[src/rtl/hazard_ctrl_if.sv]
// Handshake bundle between the pipeline and the hazard/sequencing controller.
// The master side is the pipeline datapath; the slave side is the controller.
interface hazard_ctrl_if #(
  parameter int CNT_W = 32
);
  logic [4:0]       id_rs;
  logic [4:0]       id_rt;
  logic [4:0]       ex_rd;
  logic             ex_memread;
  logic             br_taken;
  logic             mem_dren;
  logic             mem_dwen;
  logic             dhit;
  logic             ihit;
  logic             mem_halt;

  logic             pc_en;
  logic             ifid_en;
  logic             ifid_flush;
  logic             idex_en;
  logic             idex_flush;
  logic             exmem_en;
  logic             exmem_flush;
  logic             memwb_en;
  logic             halted;
  logic [CNT_W-1:0] stall_cnt;
  logic [CNT_W-1:0] flush_cnt;

  modport master (
    output id_rs, id_rt, ex_rd, ex_memread, br_taken,
           mem_dren, mem_dwen, dhit, ihit, mem_halt,
    input  pc_en, ifid_en, ifid_flush, idex_en, idex_flush,
           exmem_en, exmem_flush, memwb_en, halted, stall_cnt, flush_cnt
  );

  modport slave (
    input  id_rs, id_rt, ex_rd, ex_memread, br_taken,
           mem_dren, mem_dwen, dhit, ihit, mem_halt,
    output pc_en, ifid_en, ifid_flush, idex_en, idex_flush,
           exmem_en, exmem_flush, memwb_en, halted, stall_cnt, flush_cnt
  );
endinterface

[src/rtl/hazard_ctrl.sv]
// Pipeline sequencing controller: load-use bubble, branch flush, cache-wait freeze,
// sticky halt, plus saturating stall/flush performance counters.
//
//  state     | meaning
//  S_RUN     | normal issue, all hazard rules evaluated
//  S_LUSTALL | one cycle after a load-use bubble; load-use ignored
//  S_DWAIT   | full freeze until the D-cache completes
//  S_HALT    | core stopped; only reset leaves
module hazard_ctrl #(
  parameter int CNT_W = 32
) (
  input  logic         CLK,
  input  logic         nRST,
  hazard_ctrl_if.slave bus
);

  typedef enum logic [1:0] {
    S_RUN     = 2'd0,
    S_LUSTALL = 2'd1,
    S_DWAIT   = 2'd2,
    S_HALT    = 2'd3
  } state_t;

  localparam logic [CNT_W-1:0] CNT_MAX = '1;

  state_t           state_q, state_d;
  logic [CNT_W-1:0] stall_cnt_q, stall_cnt_d;
  logic [CNT_W-1:0] flush_cnt_q, flush_cnt_d;

  logic pc_en_c, ifid_en_c, ifid_flush_c, idex_en_c, idex_flush_c;
  logic exmem_en_c, exmem_flush_c, memwb_en_c;
  logic flush_evt_c;
  logic dacc, lu;

  assign dacc = bus.mem_dren | bus.mem_dwen;
  assign lu   = bus.ex_memread && (bus.ex_rd != 5'd0) &&
                ((bus.ex_rd == bus.id_rs) || (bus.ex_rd == bus.id_rt));

  always_comb begin
    state_d       = state_q;
    pc_en_c       = 1'b1;
    ifid_en_c     = 1'b1;
    idex_en_c     = 1'b1;
    exmem_en_c    = 1'b1;
    memwb_en_c    = 1'b1;
    ifid_flush_c  = 1'b0;
    idex_flush_c  = 1'b0;
    exmem_flush_c = 1'b0;
    flush_evt_c   = 1'b0;

    case (state_q)
      S_RUN, S_LUSTALL: begin
        state_d = S_RUN;
        if (bus.mem_halt) begin
          {pc_en_c, ifid_en_c, idex_en_c, exmem_en_c, memwb_en_c} = '0;
          state_d = S_HALT;
        end else if (dacc && !bus.dhit) begin
          {pc_en_c, ifid_en_c, idex_en_c, exmem_en_c, memwb_en_c} = '0;
          state_d = S_DWAIT;
        end else if (bus.br_taken) begin
          // Redirect wins over a missing fetch: the target is loaded regardless of ihit.
          ifid_flush_c  = 1'b1;
          idex_flush_c  = 1'b1;
          exmem_flush_c = 1'b1;
          flush_evt_c   = 1'b1;
        end else if (lu && (state_q == S_RUN)) begin
          pc_en_c      = 1'b0;
          ifid_en_c    = 1'b0;
          idex_flush_c = 1'b1;
          state_d      = S_LUSTALL;
        end else if (!bus.ihit) begin
          pc_en_c      = 1'b0;
          ifid_flush_c = 1'b1;
        end
      end
      S_DWAIT: begin
        if (!bus.dhit) begin
          {pc_en_c, ifid_en_c, idex_en_c, exmem_en_c, memwb_en_c} = '0;
        end else begin
          state_d = S_RUN;
        end
      end
      default: begin
        {pc_en_c, ifid_en_c, idex_en_c, exmem_en_c, memwb_en_c} = '0;
        state_d = S_HALT;
      end
    endcase
  end

  // The halt-entry cycle is excluded from the stall count, hence state_d rather than state_q.
  always_comb begin
    stall_cnt_d = stall_cnt_q;
    flush_cnt_d = flush_cnt_q;
    if (!pc_en_c && (state_d != S_HALT) && (stall_cnt_q != CNT_MAX))
      stall_cnt_d = stall_cnt_q + CNT_W'(1);
    if (flush_evt_c && (flush_cnt_q != CNT_MAX))
      flush_cnt_d = flush_cnt_q + CNT_W'(1);
  end

  always_ff @(posedge CLK or negedge nRST) begin
    if (!nRST) begin
      state_q     <= S_RUN;
      stall_cnt_q <= '0;
      flush_cnt_q <= '0;
    end else begin
      state_q     <= state_d;
      stall_cnt_q <= stall_cnt_d;
      flush_cnt_q <= flush_cnt_d;
    end
  end

  assign bus.pc_en       = pc_en_c       & nRST;
  assign bus.ifid_en     = ifid_en_c     & nRST;
  assign bus.ifid_flush  = ifid_flush_c  & nRST;
  assign bus.idex_en     = idex_en_c     & nRST;
  assign bus.idex_flush  = idex_flush_c  & nRST;
  assign bus.exmem_en    = exmem_en_c    & nRST;
  assign bus.exmem_flush = exmem_flush_c & nRST;
  assign bus.memwb_en    = memwb_en_c    & nRST;
  assign bus.halted      = (state_q == S_HALT);
  assign bus.stall_cnt   = stall_cnt_q;
  assign bus.flush_cnt   = flush_cnt_q;

endmodule

[src/flat_wrapper.sv]
// flat-port wrapper written by rule: the top's interface ports become plain ports
module hazard_ctrl_flat 
#(
  parameter int CNT_W = 32
)
  (CLK, nRST, bus_id_rs, bus_id_rt, bus_ex_rd, bus_ex_memread, bus_br_taken, bus_mem_dren, bus_mem_dwen, bus_dhit, bus_ihit, bus_mem_halt, bus_pc_en, bus_ifid_en, bus_ifid_flush, bus_idex_en, bus_idex_flush, bus_exmem_en, bus_exmem_flush, bus_memwb_en, bus_halted, bus_stall_cnt, bus_flush_cnt);
  hazard_ctrl_if #(.CNT_W(CNT_W)) bus_i ();
  input  logic CLK;
  input  logic nRST;
  input wire logic [$bits(bus_i.id_rs)-1:0] bus_id_rs;
  input wire logic [$bits(bus_i.id_rt)-1:0] bus_id_rt;
  input wire logic [$bits(bus_i.ex_rd)-1:0] bus_ex_rd;
  input wire logic [$bits(bus_i.ex_memread)-1:0] bus_ex_memread;
  input wire logic [$bits(bus_i.br_taken)-1:0] bus_br_taken;
  input wire logic [$bits(bus_i.mem_dren)-1:0] bus_mem_dren;
  input wire logic [$bits(bus_i.mem_dwen)-1:0] bus_mem_dwen;
  input wire logic [$bits(bus_i.dhit)-1:0] bus_dhit;
  input wire logic [$bits(bus_i.ihit)-1:0] bus_ihit;
  input wire logic [$bits(bus_i.mem_halt)-1:0] bus_mem_halt;
  output wire logic [$bits(bus_i.pc_en)-1:0] bus_pc_en;
  output wire logic [$bits(bus_i.ifid_en)-1:0] bus_ifid_en;
  output wire logic [$bits(bus_i.ifid_flush)-1:0] bus_ifid_flush;
  output wire logic [$bits(bus_i.idex_en)-1:0] bus_idex_en;
  output wire logic [$bits(bus_i.idex_flush)-1:0] bus_idex_flush;
  output wire logic [$bits(bus_i.exmem_en)-1:0] bus_exmem_en;
  output wire logic [$bits(bus_i.exmem_flush)-1:0] bus_exmem_flush;
  output wire logic [$bits(bus_i.memwb_en)-1:0] bus_memwb_en;
  output wire logic [$bits(bus_i.halted)-1:0] bus_halted;
  output wire logic [$bits(bus_i.stall_cnt)-1:0] bus_stall_cnt;
  output wire logic [$bits(bus_i.flush_cnt)-1:0] bus_flush_cnt;
  assign bus_i.id_rs = bus_id_rs;
  assign bus_i.id_rt = bus_id_rt;
  assign bus_i.ex_rd = bus_ex_rd;
  assign bus_i.ex_memread = bus_ex_memread;
  assign bus_i.br_taken = bus_br_taken;
  assign bus_i.mem_dren = bus_mem_dren;
  assign bus_i.mem_dwen = bus_mem_dwen;
  assign bus_i.dhit = bus_dhit;
  assign bus_i.ihit = bus_ihit;
  assign bus_i.mem_halt = bus_mem_halt;
  assign bus_pc_en = bus_i.pc_en;
  assign bus_ifid_en = bus_i.ifid_en;
  assign bus_ifid_flush = bus_i.ifid_flush;
  assign bus_idex_en = bus_i.idex_en;
  assign bus_idex_flush = bus_i.idex_flush;
  assign bus_exmem_en = bus_i.exmem_en;
  assign bus_exmem_flush = bus_i.exmem_flush;
  assign bus_memwb_en = bus_i.memwb_en;
  assign bus_halted = bus_i.halted;
  assign bus_stall_cnt = bus_i.stall_cnt;
  assign bus_flush_cnt = bus_i.flush_cnt;
  hazard_ctrl #(.CNT_W(CNT_W)) u_core (.CLK(CLK), .nRST(nRST), .bus(bus_i));
endmodule
[config.mk]
export PLATFORM = sky130hd
export DESIGN_NAME = hazard_ctrl_flat
export DESIGN_NICKNAME = d
export VERILOG_FILES = /design/src/rtl/hazard_ctrl_if.sv /design/src/rtl/hazard_ctrl.sv /design/src/flat_wrapper.sv
export SDC_FILE = /design/constraint.sdc
export NUM_CORES = 1
export LEC_CHECK = 0
export ABC_AREA = 1
export CAP_MARGIN = 40
export CORE_MARGIN = 3
export CORE_UTILIZATION = 30
export DETAILED_ROUTE_END_ITERATION = 10
export PLACE_DENSITY = 0.49
export SLEW_MARGIN = 20
export SYNTH_ARGS = -nofsm -noshare
export SYNTH_HDL_FRONTEND = slang
export SYNTH_SLANG_ARGS = --single-unit
[constraint.sdc]
create_clock -name CLK -period 4.1 [get_ports CLK]
set_input_delay 0.615 -clock CLK [delete_from_list [all_inputs] [get_ports CLK]]
set_output_delay 0.615 -clock CLK [all_outputs]
set_load 0.005 [all_outputs]
* Word level (Yosys, flattened, before mapping)
Index checks and enable logic that the tools add are counted.
** Word-level totals
- Bits in registers :: 66
- Output and inout port bits :: 73
** Operators by class
- Eq/ne operators :: 8
- Reduce and logical (&&, ||, !) cells :: 13
- Add/sub/neg operators :: 2
- Bitwise logic cells :: 7
- Mux-type cells :: 36
** Operators with widths (number)
- 32-bit by 1-bit adder with 32-bit output (second input constant) :: 2
- 32-bit inequality test (second input constant) :: 2
- 1-bit two-way mux :: 28
- 5-bit == test :: 2
- 2-bit two-way mux :: 4
- 1-bit logical AND :: 7
- 1-bit AND :: 6
- 1-bit one-hot mux with 2 select lines :: 3
- 5-bit nonzero test :: 1
- 2-bit == test (second input constant) :: 2
- 2-bit one-hot mux with 2 select lines :: 1
- 2-bit by 1-bit == test with 1-bit output (second input constant) :: 1
- 1-bit logical NOT :: 2
- 2-bit logical NOT :: 1
- 2-bit inequality test (second input constant) :: 1
- 2-bit OR reduction :: 1
- 1-bit logical OR :: 1
- 1-bit bitwise OR :: 1

* Longest topological paths before layout
- Depth after elaboration :: 12
- Gate-level depth with buffers :: 12
- Depth with buffers taken out :: 11

* Worst setup path after synthesis
Ideal clock, no wire load.
- Path type :: input port to output port
- Start point :: input port bus_mem_dwen
- End point :: output port bus_pc_en
- Stages :: 8
- Required time :: 3.485 ns
- Slack :: 1.911 ns
- Arrival :: 1.574 ns
- Path through :: nor2_1 > nor2_1 > nor3_1 > a21oi_1 > nor2_1 > nand2_2 > buf_2 > nor2_1
** On the way
- Word-level cells in the longest chain between the ends :: 6
** Ends and longest elaborated chain
- from (decl) :: RTL line flat_wrapper.sv:16 : input wire logic [$bits(bus_i.mem_dwen)-1:0] bus_mem_dwen;
- 1-bit bitwise OR :: RTL line hazard_ctrl.sv:35 : assign dacc = bus.mem_dren | bus.mem_dwen;
- 1-bit logical AND :: RTL line hazard_ctrl.sv:57 : end else if (dacc && !bus.dhit) begin
- 1-bit two-way mux :: RTL line hazard_ctrl.sv:57
- 1-bit two-way mux :: RTL line hazard_ctrl.sv:54 : if (bus.mem_halt) begin
- 1-bit one-hot mux with 2 select lines :: RTL line hazard_ctrl.sv:51 : case (state_q)
- 1-bit AND :: RTL line hazard_ctrl.sv:112 : assign bus.pc_en = pc_en_c & nRST;
- to (decl) :: RTL line flat_wrapper.sv:20 : output wire logic [$bits(bus_i.pc_en)-1:0] bus_pc_en;
Every way passes these cells.

* Final worst setup path
- Start point :: input port bus_ex_rd[1]
- End point :: output port bus_pc_en
** On the way
- Word-level cells in the longest chain between the ends :: 10
- Elaborated cells on any way between the ends :: 13
** Ends and longest elaborated chain
- from (decl) :: RTL line flat_wrapper.sv:12 : input wire logic [$bits(bus_i.ex_rd)-1:0] bus_ex_rd;
- 5-bit == test / 5-bit nonzero test (equally long branches) :: RTL line hazard_ctrl.sv:37, hazard_ctrl.sv:36
- 1-bit logical OR / 1-bit logical AND (equally long branches) :: RTL line hazard_ctrl.sv:37, hazard_ctrl.sv:36
- 1-bit logical AND (*) :: RTL line hazard_ctrl.sv:36 : assign lu = bus.ex_memread && (bus.ex_rd != 5'd0) &&
- 1-bit logical AND (*) :: RTL line hazard_ctrl.sv:66 : end else if (lu && (state_q == S_RUN)) begin
- 1-bit two-way mux (*) :: RTL line hazard_ctrl.sv:66
- 1-bit two-way mux (*) :: RTL line hazard_ctrl.sv:60 : end else if (bus.br_taken) begin
- 1-bit two-way mux (*) :: RTL line hazard_ctrl.sv:57
- 1-bit two-way mux (*) :: RTL line hazard_ctrl.sv:54
- 1-bit one-hot mux with 2 select lines (*) :: RTL line hazard_ctrl.sv:51
- 1-bit AND (*) :: RTL line hazard_ctrl.sv:112
Every way passes the cells marked *; elsewhere a longest branch is shown, timed or not.

==> out/qor.yml <==
slew_violations: 0
tightestPinTransition_ns: 0.736
grt_max_degree: 47
hold_viol_final: 0
holdBufCountCts: 0
avgViaCountPerCell: 4.82
status: "completed"
die_h_um: 129
initial_core_util_pct: 31.1
place.gp.congestion: 0.896
synth_top_area_share_pct: 36.2
routed_wl_um: 14100
ir_drop_mv: 0.245
synth.net_count: 699
rsz0062_at_grt: "no"
power.density_mw_per_mm2: 421
clock-skew-final_ns: 0.00878
post-dp-hpwl_um: 10700
overflow: 0
layout_min_cycle_time_ns: 3.21
cp.required_ns: 3.48
path_clk_slew_ns: 0.06
cts_resized: 0
max_freq_mhz: 311
grt_pass1_vias: 4517
cp_data_arrival_time_ns: 2.60
port_buffers: 96
num_antenna_cells: 0
drive_gt1_share_pct: 5.32
netlist_instances: 673
yosys_warnings: 0
grt_pass1_wl_um: 23400
critPathKind: "in -> out"
synth.distinct_cells: 29
antenna_found_initial: 0
syn_area_mm2: 0.00456
path_cells: "clkdlybuf4s50_1 > inv_1 > nand2_1 > nand2_1 > nor2_1 > nand3_1 > nand2_1 > nand3_1 > nand2_2 > nor2_1 > clkdlybuf4s50_1"
crit_path_max_fanout: 16
avgSynthCellArea_um2: 6.78
power_leakage_nw: 2.70
nets: 791
setup_violations: 0
drt_iter0_drc: 250
critPathSlowestCell: "clkdlybuf4s50_1"
dieArea_mm2: 0.0167
cts_tree: "built"
cts_setup_buffers: 0
synth-seq-cells: 66
ff2ff_path_depth: 10
yosys-top-cells-area: "dfrtp_1, nand2_1, nor2_1, xor2_1, nand4_1"
drt_first_pass_iters: 5
critPathMaxStageDelay_ns: 0.52
io_pins: 97
wl_per_cell_um: 14.8
drc: 0
crit_path_start_kind: "input port"
clock_latency_ns: 0.34
fin_util_pct: 40.9
worstReg2RegStart: "u_core.bus.flush_cnt[1]"
htreeDepth: 3
gr-usage-all-layers_pct: 17.5
r2r-end: "u_core.bus.flush_cnt[2]"
vias: 4599
clockBufferDepth: 2
rows: 44
place_ws_ns: 0.863
yosysTopAreaCell: "dfrtp_1"
area_growth_pct: 31.7
min-delay-path-class: "in -> async"
crit_top_cell: "nand2_1"
post-route-period-util_pct: 78.4
cts_buffers: 9
die_w_um: 129
ff2ff_setup_slack_ns: 1.53
ant_nets: 0
clkSinkCount: 66
cap_violations: 0
cts_root_buf: "clkbuf_16"
cp-end-kind: "output pin"
core-area_mm2: 0.0147
max_slew_margin_pct: 50.9
synth_seq_area_share_pct: 36.2
setup_ws_ns: 0.886
setup_tns_ns: 0
==> cells by family (layout without fill, tap and decap cells) <==
logic type      after synthesis  after routing  share of synthesized area [%]
buf+inv                      77            174                           7.62
xor+xnor                     56             56                           10.7
compound gates               22             22                           2.55
flops                        66             66                           36.2
simple gates                450            450                           42.4
fa+ha+maj                     2              2                          0.548
==> final cells by class <==
| class | count | area (um^2) |
|---|---|---|
| fill | 1528 | 8690 |
| inverter | 56 | 210 |
| multi-input combinational | 530 | 2570 |
| clock buffer | 10 | 239 |
| tap | 184 | 230 |
| timing repair buffer | 102 | 1020 |
| clock inverter | 6 | 90.1 |
| sequential | 66 | 1650 |
==> stage by stage <==
| stage | hold WS (ns) | instances | total power (W) | area [um^2] |
|---|---|---|---|---|
| floorplan | 0.319 | 673 | 0.00133 | 4560 |
| global placement | 0.545 | 937 | 0.00168 | 5650 |
| detailed placement | 0.543 | 938 | 0.00169 | 5680 |
| CTS | 0.321 | 954 | 0.00256 | 6010 |
| global route | 0.339 | 954 | 0.00270 | 6010 |
| finish | 0.314 | 954 | 0.00253 | 6010 |
==> flip-flops by register name (all words and copies together) (netlist names) <==
name / count
u_core.state_q: 2
u_core.bus.flush_cnt: 32
u_core.bus.stall_cnt: 32
==> worst max path at each step <==
stage                     cells past startpoint          end  slack, ns         start
after global routing                         11    bus_pc_en       0.69  bus_ex_rd[1]
after floorplan                               8    bus_pc_en       1.91  bus_mem_dwen
final                                        11    bus_pc_en       0.89  bus_ex_rd[1]
after detailed placement                      8  bus_ifid_en       0.86      bus_dhit
after global placement                        8  bus_ifid_en       0.91      bus_dhit
after CTS                                     8  bus_ifid_en       0.86      bus_dhit
==> routing by layer <==
layer  GRT usage [%]  wire length [um]  share of wire [%]
met1            22.7              6460                 46
met2            29.1              6810                 48
met3            4.20               624                4.4
met4            5.44               212                1.5
met5               0                 0                  0
==> worst max-delay path, delay by kind of cell <==
kind	cells	cell delay, ns
AND/OR/NAND/NOR	8	0.94
buffers and inverters	3	1.04
==> layout by cell type (no fill, tap or decap), types with 2 or more instances in the layout <==
cell type	n
nand2_1	266
clkdlybuf4s50_1	95
nor2_1	85
dfrtp_1	66
inv_1	52
nand4_1	40
xor2_1	30
xnor2_1	26
nor3_1	25
nand3_1	17
o21ai_0	17
clkbuf_16	9
buf_4	5
nand2_2	4
inv_2	4
a21oi_1	3
nor3_2	3
nand3b_1	3
nand3_2	2
ha_1	2
bufinv_16	2
clkinv_4	2
==> report_power, final <==
group | switching (W) | total, W | internal [W]
clock | 0.000310 | 0.000860 | 0.000550
combinational | 0.000427 | 0.000772 | 0.000345
sequential | 0.000152 | 0.000901 | 0.000749
total | 0.000889 | 0.00253 | 0.00164
==> synth_stat cells <==
library cell / number
nor2_1: 85
nand3_1: 17
nand2_2: 4
nand2_1: 266
nor3_2: 3
o21ai_0: 17
buf_4: 2
o21bai_1: 1
nand3_4: 1
nand4_1: 40
nor3_4: 1
xnor2_1: 26
xor2_1: 30
nor3_1: 25
a21oi_1: 3
nor2_4: 1
dfrtp_1: 66
inv_1: 52
inv_2: 4
nor4_1: 1
clkbuf_1: 1
nand3b_1: 3
nand3_2: 2
buf_6: 5
buf_2: 11
o2111ai_1: 1
buf_1: 2
nor2_2: 1
ha_1: 2
No activity file was read; power rests on OpenSTA's default activity.
==> edit 1 (config.mk and constraints unchanged) <==
`CNT_W` is set to 32 in 3 places; all go to 24.
--- a/src/rtl/hazard_ctrl_if.sv
+++ b/src/rtl/hazard_ctrl_if.sv
@@ -3,3 +3,3 @@
 interface hazard_ctrl_if #(
-  parameter int CNT_W = 32
+  parameter int CNT_W = 24
 );
--- a/src/rtl/hazard_ctrl.sv
+++ b/src/rtl/hazard_ctrl.sv
@@ -9,3 +9,3 @@
 module hazard_ctrl #(
-  parameter int CNT_W = 32
+  parameter int CNT_W = 24
 ) (
--- a/src/flat_wrapper.sv
+++ b/src/flat_wrapper.sv
@@ -3,3 +3,3 @@
 #(
-  parameter int CNT_W = 32
+  parameter int CNT_W = 24
 )
Interface: changed (resized bus_flush_cnt and bus_stall_cnt); port bits go from 97 to 81. The function was not compared with the original's and may differ.
==> edit 1 against the unedited design <==
Worst hold slack better by 0.14 ns; cell area down 23%; routed wire length down 30%; area after synthesis down 22%; synthesized cell count down 21%; sequential cell count down 16; non-clock buffer count down 19; first-iteration DRC count down 45%; global-route usage down 2.1 points; setup slack better by 0.20 ns; total power down 24%; cell count down 21%; highest routed layer unchanged.
==> edit 1: results (changes against the unedited design) <==
Power and ir drop
  – Internal: 0.00119 W (was 0.00164 W)
  – Sequential power share: 0.378 (was 0.356)
  – Pwr Density: 418 nW/um^2 (was 421 nW/um^2)

Global routing
  – First-pass GRT wire length: 16800 microns (was 23400 microns)
  – Overall Global Routing Usage: 0.154 (was 0.175)
  – Vias in the first global route: 3571 (was 4517)
  – Largest net degree at the start of global routing: 51 (was 47)
  – Met2 Resource Use GR: 0.283 (was 0.291)
  – GR met1 Demand/Resource: 0.191 (was 0.227)

Placed design
  – Area of placed instances: 4460 sq um (was 5680 sq um)
  – Routability cong.: 0.913 (was 0.896)
  – I/O Buffers: 80 (was 96)

Critical path
  – R2R cell count: 8 (was 10)
  – Worst Setup SP: bus_mem_dwen (was bus_ex_rd[1])
  – R2R Path Start: u_core.bus.flush_cnt[0] (was u_core.bus.flush_cnt[1])
  – R2R Setup Slk: 1.69 ns (was 1.53 ns)

Final layout
  – # clk buffers: 6 (was 10)
  – Multi-input gate count: 401 (was 530)
  – Nets@finish: 635 (was 791)
  – Layout Cells excl Fill: 753 (was 954)
  – Multi-input combinational area share: 0.424 (was 0.427)
  – Layout cells sized above 1: 0.0639 (was 0.0532)
  – Non-clock buffering overhead: 0.178 (was 0.170)
  – Synth-to-Final Area Change: 29.6% (was 31.7%)
  – Fillers: 1230 (was 1528)

Detailed routing
  – Routed vias/inst: 4.72 (was 4.82)
  – WL per Instance: 13.1 microns (was 14.8 microns)
  – DR iter-0 viols: 138 (was 250)
  – Met2 Routed Length: 5060 microns (was 6810 microns)

Clock network
  – Num CTS Buffers: 5 (was 9)
  – Clock latency on the worst-skew pair: 0.29 ns (was 0.34 ns)

STA
  – Fin Clk Skew: 0.00581 ns (was 0.00878 ns)
  – Min Tclk post-route: 3.01 ns (was 3.21 ns)

Status
  – Status: finished, final reports clean (unchanged)

Logic synthesis
  – Mapped Cells: 531 (was 673)
  – Synth top area cells: dfrtp_1, nand2_1, xor2_1, nor2_1, inv_1 (was dfrtp_1, nand2_1, nor2_1, xor2_1, nand4_1)
edit 1: cell count changes in the layout (fill, tap and decap cells not counted), sizes merged, moves of 3 or more:
cell           delta
clkdlybuf4s50    -16
xor2              -4
nand3            +21
xnor2            -20
inv              +12
dfrtp            -16
nor3              -4
clkbuf            -4
nand4            -28
buf               -3
o21ai             +5
nor2             -22
nand2            -83
edit 1: kinds of logic after synthesis:
group / count (synthesis) / synth area share
buffers and inverters: 80 / 0.0989
flip-flops: 50 / 0.352
adder cells (fa/ha/maj): 2 / 0.00704
XOR/XNOR: 32 / 0.0788
AND/OR/NAND/NOR: 339 / 0.422
AO/OA/AOI/OAI: 28 / 0.0415
edit 1: worst register-to-register path: stages, from the launching register on:
cell and delay (ns):
dfrtp_1 0.48, ha_1 0.29, inv_1 0.14, nor3_2 0.07, nand2_1 0.13, nor2_2 0.09, a21oi_2 0.64, buf_4 0.34
xor2_1 0.16
==> edit 2 (same flow settings) <==
Made on the original files. The 4 states of `state_t` get a one-hot encoding in 4 bits.
--- a/src/rtl/hazard_ctrl.sv
+++ b/src/rtl/hazard_ctrl.sv
@@ -16,7 +16,7 @@
 
-  typedef enum logic [1:0] {
-    S_RUN     = 2'd0,
-    S_LUSTALL = 2'd1,
-    S_DWAIT   = 2'd2,
-    S_HALT    = 2'd3
+  typedef enum logic [3:0] {
+    S_RUN     = 4'b0001,
+    S_LUSTALL = 4'b0010,
+    S_DWAIT   = 4'b0100,
+    S_HALT    = 4'b1000
   } state_t;
Formal check against the unedited RTL: same outputs for any inputs over 10 cycles, from zero or initial values and one cycle with nRST low; not proved beyond that.
==> edit 2 against the unedited design <==
Critical path depth did not move; cell area rose by 0.27%; global-route usage fell by 0.36 points; routed wire length fell by 1.3%; core utilization barely moved; first-iteration DRC count fell by 21%; setup slack improved by 0.19 ns; synthesized cell count rose by 1.3%; area after synthesis rose by 0.99%; via count fell by 0.70%; sequential cell count rose by 2; largest cell class unchanged; highest routed layer unchanged.
Power is not compared: it rests on default switching activity, and its combinational part moved more than twofold at a synthesized area within 25%.
==> edit 2: results (changes against the unedited design) <==
Placed design
  – I/O Buffers: 96 (unchanged)
  – Place WS: 0.886 ns (was 0.863 ns)
  – Routability cong.: 0.964 (was 0.896)
  – Post-DP HPWL: 10700 microns (about the same)
  – Placed cell count: 947 (was 938)

Logic synthesis
  – Post-synth top cells: nand2_1, nor2_1, dfrtp_1 (unchanged)
  – Yosys synthesis warning count: 0 (unchanged)
  – Sequential fraction of the synthesis area: 0.369 (was 0.362)
  – Async set-or-reset flop fraction in the synthesized netlist: 1.00 (unchanged)
  – Yosys cell types: 31 (was 29)
  – Mapped Cells: 682 (was 673)
  – Post-Synthesis Net Count: 708 (was 699)
  – Synth Area in XOR/XNOR: 0.101 (was 0.107)
  – Adder-cell share of the synthesized area: 0.00543 (was 0.00548)
  – Mux cell area share after synthesis: 0 (unchanged)
  – Synth top area cells: dfrtp_1, nand2_1, nor2_1, xor2_1, nand4_1 (unchanged)
  – Synth Area in Compound Gates: 0.0214 (was 0.0255)
  – Most used flip-flop cell after synthesis: dfrtp_1 (unchanged)

Clock network
  – Clock latency on the worst-skew pair: 0.34 ns (about the same)
  – Num CTS Buffers: 9 (unchanged)
  – CTS Root Cell: clkbuf_16 (unchanged)
  – H-tree depth: 3 (unchanged)
  – Post-CTS Setup Bufs: 0 (unchanged)
  – Post-cts resize count: 0 (unchanged)
  – Reg clk slew, reported paths: 0.06 ns (about the same)
  – Clock Tree Buf Depth: 2 (unchanged)

Final layout
  – Number of diodes: 0 (unchanged)
  – Layout Cells excl Fill: 963 (was 954)
  – Nets@finish: 800 (was 791)
  – Layout cells sized above 1: 0.0436 (was 0.0532)

Global routing
  – First-pass GRT wire length: 23000 microns (was 23400 microns)
  – Overall Global Routing Usage: 0.172 (was 0.175)
  – Vias in the first global route: 4535 (was 4517)
  – Largest net degree at the start of global routing: 49 (was 47)
  – Initial antenna violation count: 0 (unchanged)

STA
  – Slew Limit Headroom: 0.466 (was 0.509)
  – Fin Clk Skew: 0.00502 ns (was 0.00878 ns)

Critical path
  – CP max FO: 4 (was 16)
  – WP data arrival: 2.41 ns (was 2.60 ns)

Worst hold path
  – Hold Crit Class: in2async (unchanged)

Detailed routing
  – WL per Instance: 14.5 microns (was 14.8 microns)
  – DRT Pass-1 Iters: 4 (was 5)
  – DR vias: 4567 (was 4599)
  – DR iter-0 viols: 198 (was 250)

Status
  – Status: finished, final reports clean (unchanged)

Power and ir drop
  – Max VDD drop: 231 uV
  – Pleak: 2.70 nW
-- edit 2: changes by cell type after synthesis, moves of 5 or more --
cell     unedited run  this run
nand2_1           266       271
o21ai_1             0        10
o21ai_0            17         3
xnor2_1            26        18
xor2_1             30        35
nor2_1             85        90
-- edit 2: final timing paths --
check,from,to,slack [ns],cells past startpoint
hold / removal,nRST,u_core.bus.flush_cnt[0],0.27,2
max in group asynchronous,nRST,u_core.state_q[0],3.25,3
setup / recovery,bus_ex_rd[1],bus_ifid_flush,1.07,11
setup reg to reg,u_core.bus.stall_cnt[0],u_core.bus.stall_cnt[27],1.53,10
hold reg to reg,u_core.bus.flush_cnt[5],u_core.bus.flush_cnt[5],0.53,1
min in group CLK,u_core.bus.flush_cnt[5],u_core.bus.flush_cnt[5],0.53,1
-- edit 2: report_power, final --
group          switching, W  internal [W]  leakage, nW
sequential       0.00000407      0.000674        0.885
combinational     0.0000365     0.0000353         1.67
clock              0.000306      0.000486        0.144
total              0.000346       0.00120         2.70
-- edit 2: critical path, cell delays in order --
cell	delay [ns]
clkdlybuf4s50_1	0.53
inv_1	0.07
nand2_1	0.06
nand2_1	0.05
nor2_1	0.13
nand3_1	0.08
nand2_1	0.09
nand3_1	0.15
o211ai_1	0.12
inv_1	0.06
clkdlybuf4s50_1	0.46
-- edit 2: final cells by class --
| cell class | instances | area [sq um] |
|---|---|---|
| fillers | 1555 | 8730 |
| multi-input cells | 538 | 2570 |
| flip-flops and latches | 68 | 1700 |
| repair buffers | 100 | 1010 |
| clock buffers | 10 | 239 |
| well taps | 184 | 230 |
| inverters | 57 | 214 |
| clock inverters | 6 | 63.8 |
-- edit 2: metal layers --
metal | track usage | part of all wire | vias up
met5 | 0 | 0 | -
met4 | 0.0501 | 0.020 | 0
met3 | 0.0418 | 0.033 | 18
met2 | 0.292 | 0.49 | 88
met1 | 0.217 | 0.45 | 2110
li1 | - | - | 2351
-- edit 2: kinds of logic after synthesis --
family	count (synthesis)
and+or+nand+nor	465
xor gates and xnor gates	53
buffers and inverters	76
DFF	68
AOI/OAI and AO/OA	18
adders and majority gates	2
-- edit 2: through the flow --
stage / instance area (sq um) / hold slack, ns
floorplan: 4610 / 0.319
global placement: 5700 / 0.517
detailed placement: 5720 / 0.524
CTS: 6030 / 0.265
global route: 6030 / 0.284
finish: 6030 / 0.267
